### config.mk
export PLATFORM = sky130hd
export DESIGN_NAME = decoder4to16_pipe
export DESIGN_NICKNAME = d
export VERILOG_FILES = /design/src/rtl/decoder4to16_pipe.sv
export SDC_FILE = /design/constraint.sdc
export NUM_CORES = 1
export LEC_CHECK = 0
export BUFFER_PORTS_ARGS = -buffer_cell sky130_fd_sc_hd__buf_4
export CAP_MARGIN = 20
export CORE_AREA = 2 2 80 82
export CTS_CLUSTER_DIAMETER = 150
export DETAILED_ROUTE_END_ITERATION = 10
export DIE_AREA = 0 0 82 84
export PLACE_DENSITY = 0.6
export SYNTH_ARGS = -nofsm -noshare
export SYNTH_HDL_FRONTEND = slang
export SYNTH_SLANG_ARGS = --single-unit
### constraint.sdc
create_clock -name clk -period 2.3 [get_ports clk]
set_input_delay 0.115 -clock clk [delete_from_list [all_inputs] [get_ports clk]]
set_output_delay 0.115 -clock clk [all_outputs]
set_load 0.01 [all_outputs]
### src/rtl/decoder4to16_pipe.sv
// Registered 4-to-16 binary-to-one-hot decoder with valid/ready on both sides.
// A head register drives the output and a skid register absorbs one extra code.
module decoder4to16_pipe #(
   parameter bit OUT_ACTIVE_LOW = 1'b0,
   parameter int CNT_WIDTH      = 16
) (
   input  logic                 clk,
   input  logic                 rst,
   input  logic                 in_valid,
   output logic                 in_ready,
   input  logic [3:0]           in_code,
   output logic                 out_valid,
   input  logic                 out_ready,
   output logic [15:0]          out_data,
   output logic [CNT_WIDTH-1:0] dec_count
);

   typedef enum logic [1:0] {
      EMPTY = 2'd0,
      ONE   = 2'd1,
      FULL  = 2'd2
   } state_t;

   state_t      state;
   logic [15:0] head;
   logic [15:0] skid;
   logic [15:0] code_dec;
   logic        accept;
   logic        pop;

   // Decoding happens at accept time; the registers always hold active-high one-hot words.
   assign code_dec  = 16'h0001 << in_code;

   assign in_ready  = (state != FULL) && !rst;
   assign out_valid = (state != EMPTY);
   assign accept    = in_valid && in_ready;
   assign pop       = out_valid && out_ready;
   assign out_data  = OUT_ACTIVE_LOW ? ~head : head;

   // NOTE: sequential state uses non-blocking assignments so every register samples pre-edge values.
   always_ff @(posedge clk) begin
      if (rst) begin
         // NOTE: head/skid are data registers but must be reset, since an idle head defines the idle output.
         state     <= EMPTY;
         head      <= '0;
         skid      <= '0;
         dec_count <= '0;
      end else begin
         case (state)
            EMPTY: begin
               if (accept) begin
                  head  <= code_dec;
                  state <= ONE;
               end
            end
            ONE: begin
               if (accept && pop) begin
                  head <= code_dec;
               end else if (accept) begin
                  skid  <= code_dec;
                  state <= FULL;
               end else if (pop) begin
                  head  <= '0;
                  state <= EMPTY;
               end
            end
            FULL: begin
               if (pop) begin
                  head  <= skid;
                  skid  <= '0;
                  state <= ONE;
               end
            end
            default: begin
               state <= EMPTY;
               head  <= '0;
               skid  <= '0;
            end
         endcase

         if (pop && (dec_count != {CNT_WIDTH{1'b1}}))
            dec_count <= dec_count + CNT_WIDTH'(1);
      end
   end

   a_onehot_when_valid : assert property (@(posedge clk) disable iff (rst)
      out_valid |-> $onehot(head));

   a_idle_inactive : assert property (@(posedge clk) disable iff (rst)
      !out_valid |-> (head == 16'h0000));

   a_stable_when_stalled : assert property (@(posedge clk) disable iff (rst)
      (out_valid && !out_ready) |=> $stable(out_data));

   a_no_ready_when_full : assert property (@(posedge clk)
      (state == FULL) |-> !in_ready);

endmodule

### After elaboration in Yosys (flattened, before gate mapping)

Index checks and enable logic that the tools add are counted.

| word-level totals | value |
|---|---|
| output and inout port bits | 34 |
| register bits after elaboration | 50 |
| input port bits | 8 |
| word-level logic and storage cells | 43 |

| cells by class | value |
|---|---|
| eq/ne operators | 11 |
| add/subtract/negate cells | 1 |
| shift-type cells | 1 |
| bitwise gates (word level) | 1 |
| reduce and logical (&&, ||, !) cells | 11 |
| mux-type cells | 14 |

Operators with widths:

| kind | count |
|---|---|
| 2-to-1 mux 16 bit | 6 |
| case mux 16 bit (3 select lines) | 2 |
| adder 16 x 1 -> 16 bit (second input constant) | 1 |
| != test 16 bit (second input constant) | 1 |
| << shifter 1 x 4 -> 16 bit (first input constant) | 1 |
| AND reduction 4 bit | 3 |
| 2-to-1 mux 2 bit | 5 |
| != test 2 bit (second input constant) | 5 |
| != test 3 bit (second input constant) | 3 |
| case mux 2 bit (3 select lines) | 1 |
| logical AND 1 bit | 5 |
| equality test 2 x 1 -> 1 bit (second input constant) | 1 |
| equality test 2 bit (second input constant) | 1 |
| logical NOT 2 bit | 1 |
| nonzero test 2 bit | 1 |
| logical NOT 1 bit | 1 |
| NOT 1 bit | 1 |

### Logic depth before layout (Yosys ltp)

| depth | value |
|---|---|
| depth in word-level cells | 6 |
| mapped depth | 6 |
| depth with buffers taken out | 5 |

### Worst setup path after synthesis

Ideal clock, no wire load.

| path | value |
|---|---|
| path kind | reg-to-reg |
| start point | register dec_count[0] |
| end point | register dec_count[6] |
| path slack | 645 ps |
| path buffers | 0 |
| setup time | 121 ps |
| required time | 2,179 ps |
| arrival time | 1,534 ps |
| clock period less this slack | 1,655 ps |
| cell stages (with the launch flop) | 6 |
| path through | dfxtp_1 ha_1 and3_1 nand2_2 a311oi_1 mux2_2 |

| on the way | value |
|---|---|
| cells in the longest elaborated chain, start to end | 2 |
| elaborated cells on any way between the ends | 3 |
| classes of those cells | 1 x add/sub; 1 x eq/ne; 1 x reduce/logical |

RTL lines:

| element | line | text |
|---|---|---|
| start, declared | 15 | `output logic [CNT_WIDTH-1:0] dec_count` |
| start signal, assigned | 82 | `dec_count <= dec_count + CNT_WIDTH'(1);` |
| parallel branches: the longest is 2 deep, another holds adder 16 x 1 -> 16 bit | n/a |  |

Parallel ways; which one is timed is not known.
A chain may end at the register's enable or synchronous reset.

### Worst setup path in the final report

| path | value |
|---|---|
| start point | register state[0] |
| end point | register dec_count[6] |

| on the way | value |
|---|---|
| cells in the longest elaborated chain, start to end | 3 |

RTL lines:

| element | line | text |
|---|---|---|
| start, declared | 24 | `state_t state;` |
| start signal, assigned | 44 | `state <= EMPTY;` |
| start signal, assigned | 53 | `state <= ONE;` |
| start signal, assigned | 61 | `state <= FULL;` |
| nonzero test 2 bit | 35 | `assign out_valid = (state != EMPTY);` |
| logical AND 1 bit | 37 | `assign pop = out_valid && out_ready;` |
| logical AND 1 bit | 81 | `if (pop && (dec_count != {CNT_WIDTH{1'b1}}))` |

No other way between the ends.

==> flow_metrics.env <==
export IMPL_synth_top_family_by_area="simple AND/OR/NAND/NOR gates"
export IMPL_period_share=0.7881
export IMPL_die_area_mm2=0.006888
export IMPL_die_height_um=84
export IMPL_fin_nets=311
export IMPL_drtIter0Drc=165
export IMPL_tns_ns=0
export IMPL_cts_buffers_inserted=5
export IMPL_status="finished, final reports clean"
export IMPL_routedWlPerCell_um=14.78
export IMPL_crit_fanout=10
export IMPL_slew_headroom=0.5877
export IMPL_antenna_found_initial=0
export IMPL_synth_compound_area_frac=0.2461
export IMPL_drive_gt1_frac=0.2112
export IMPL_wl_mm=5.616
export IMPL_p_switching_w=0.0004314
export IMPL_syn_nets=275
export IMPL_ant_nets=0
export IMPL_rows=29
export IMPL_tightestPinTransition_ns=0.6171
export IMPL_pwr_share_clk=0.347
export IMPL_maxCapViolCount=0
export IMPL_required_ns=2.51
export IMPL_finalHoldViolCount=0
export IMPL_grt_ovfl_total=0
export IMPL_synth_area_mux_share=0.01930
export IMPL_power_total_w=0.001583
export IMPL_r2r_cells=4
export IMPL_swShare=0.2725
export IMPL_clock_latency_ns=0.32
export IMPL_fmax_ghz=0.5517
export IMPL_synth_area_leaders="dfxtp_1, a21oi_1, o2bb2ai_1"
export IMPL_ys_seq_area_frac=0.4290
export IMPL_hp_class="in2reg"
export IMPL_slowest_delay_ns=0.48
export IMPL_syn_area_mm2=0.002333
export IMPL_avgSynthCellArea_um2=8.773
export IMPL_grt_pass1_vias=1963
export IMPL_intPower_w=0.001152
export IMPL_cts_buffer_depth=2
export IMPL_dpl_cell_area_mm2=0.002688
export IMPL_utilization=0.4569
export IMPL_setup_viol=0
export IMPL_power_leakage_nw=0.9809
export IMPL_rrSetupSlack_ns=0.49
export IMPL_io_pins=42
export IMPL_fillers=636
export IMPL_placement_io_buffers=41
export IMPL_seqPwrFrac=0.557
export IMPL_crit_chain="o21a_1 > nand2_2 > a311oi_1 > mux2_2"
export IMPL_synthDistinctLibCells=46
export IMPL_r2r_start="state[0]"
export IMPL_vias_per_cell=5.576
export IMPL_grt_usage=0.1717
export IMPL_cts_resized=0
export IMPL_power_frac_comb=0.096
export IMPL_clock_sinks=50
export IMPL_clk_pin_slew_ns=0.10
export IMPL_dp_hpwl_mm=3.760
export IMPL_r2r_end="dec_count[6]"
export IMPL_ys_ff_latch=50
export IMPL_start_util=0.3828
export IMPL_synth_xor_xnor_area_share=0
export IMPL_min_path_cells=2
export IMPL_yosys_area_top_type="dfxtp_1"
export IMPL_fp_dieW_um=82
export IMPL_drt_pass1_iter_count=4
export IMPL_area_growth_pct=19.36
export IMPL_grt_max_degree=44
export IMPL_critPathKind="reg2reg"
export IMPL_synth_edf_count=0
export IMPL_synth_top_cell_area_share=0.4290
export IMPL_gp_congestion=0.7911
export IMPL_drc=0
export IMPL_synth_adder_area_share=0.005362
export IMPL_finalCriticalPeriod_ns=1.813
export IMPL_root_buffer="clkbuf_8"
export IMPL_synth_simple_area_share=0.2563
export IMPL_cts_tree="yes"
export IMPL_synthFlopType="dfxtp_1"
export IMPL_yosysWarnings=0
export IMPL_grt_pass1_wl_mm=9.335
export IMPL_postSynthCellCount=266
export IMPL_peakVddDrop_uv=254.6
export IMPL_min_delay_start="out_ready"
export IMPL_endpoint_kind="register"
export IMPL_postCtsHoldBufs=0
export IMPL_antenna_cells=0
export IMPL_clock_skew_ns=0.01133
export IMPL_vias=2119
export IMPL_critical_path_slowest_cell="dfxtp_1"
export IMPL_hold_end="state[1]"
export IMPL_maxSlewViolCount=0
export IMPL_htree_levels=2
export IMPL_power_density_mw_per_mm2=568.4
export IMPL_critPathLaunchType="register"
export IMPL_arrival_ns=2.02
export IMPL_synthArstFlopShare=0
export IMPL_core_area_mm2=0.006096
export IMPL_rsz0062_at_grt="false"
export IMPL_final_area_mm2=0.002785
export IMPL_post_cts_buffers=0
[Yosys cell counts, drive strengths merged (2+ instances only)]
master    n
nor3      6
o21ai     6
a31oi     3
nand4     5
mux2      4
a21oi    29
and3      3
nand3    22
o22a      2
nor2b     7
and2      3
o31ai     4
and4      4
a22oi     8
inv       2
or3       5
nand2    26
and3b     2
clkbuf    5
o2bb2ai  16
a32oi     8
dfxtp    50
nor2     12
nor3b     4
or4       4
buf      13
[flip-flops by register name (all words and copies together), names as in the netlist]
signal,flops
dec_count,16
out_data,16
skid,16
state,2
[logic make-up (layout without fill, tap and decap cells)]
kind of cell / count (synthesis) / after routing
simple gates: 108 / 108
compound gates: 83 / 83
mux: 4 / 4
fa+ha+maj: 1 / 1
flops: 50 / 50
buf+inv: 20 / 57
[layer usage]
metal / GRT usage / vias up / part of all wire
li1: - / 1078 / -
met1: 0.2242 / 990 / 0.46
met2: 0.2705 / 42 / 0.48
met3: 0.04329 / 9 / 0.038
met4: 0.06212 / 0 / 0.018
met5: 0 / - / 0
[power by group through the flow]
stage	combinational, W	clock (W)	sequential, W
final	0.000151	0.000550	0.000882
after global routing	0.000166	0.000607	0.000885
after CTS	0.000152	0.000570	0.000882
after detailed placement	0.000152	0	0.000902
after global placement	0.000153	0	0.000902
after floorplan	0.0000976	0	0.000900
[critical path, delay by kind of cell, from the launching register on]
kind / cells / cell delay (ns)
and+or+nand+nor: 1 / 0.14
DFF: 1 / 0.48
AOI/OAI and AO/OA: 2 / 0.72
muxes: 1 / 0.37
[final cells by class]
| class | count | area, µm² | share of cell area |
|---|---|---|---|
| multi-input cells | 196 | 1230 | 0.4416 |
| clock inverters | 3 | 28.78 | 0.01033 |
| well taps | 77 | 96.34 | 0.03459 |
| inverters | 2 | 7.507 | 0.002695 |
| clock buffers | 5 | 68.82 | 0.02471 |
| repair buffers | 47 | 352.8 | 0.1267 |
| flip-flops and latches | 50 | 1001 | 0.3594 |
[cell usage in the layout, fill, tap and decap left out, types with 2 or more instances in the layout]
cell       instances
dfxtp_1           50
buf_4             47
a21oi_1           29
nand2_1           25
nand3_1           22
o2bb2ai_1         16
nor2_1            11
a32oi_1            8
a22oi_1            8
nor2b_1            7
nor3_1             6
o21ai_0            6
or3_1              5
clkbuf_8           5
nor3b_1            4
and4_1             4
nand4_1            4
o31ai_1            4
or4_1              4
and3_1             3
a31oi_1            3
and2_1             3
mux2_2             3
o22a_1             2
and3b_1            2
inv_1              2
clkinv_4           2
[how the worst max path moves through the flow]
stage	from	endpoint	depth (start not counted)
after floorplan	dec_count[0]	dec_count[6]	5
after global placement	state[0]	dec_count[6]	4
after detailed placement	state[0]	dec_count[6]	4
after CTS	state[0]	dec_count[6]	4
after global routing	state[0]	dec_count[6]	4
final	state[0]	dec_count[6]	4
[stage by stage]
step	hold WS [ns]	instances	setup slack, ns
3_5_place_dp	0.3860	372	0.5347
6_report	0.05609	380	0.4873
3_3_place_gp	0.3784	372	0.5808
5_1_grt	0.05329	380	0.3451
4_1_cts	0.04900	380	0.4648
2_1_floorplan	0.3041	266	0.6448
Note: power is estimated with default switching activity, not from simulation.
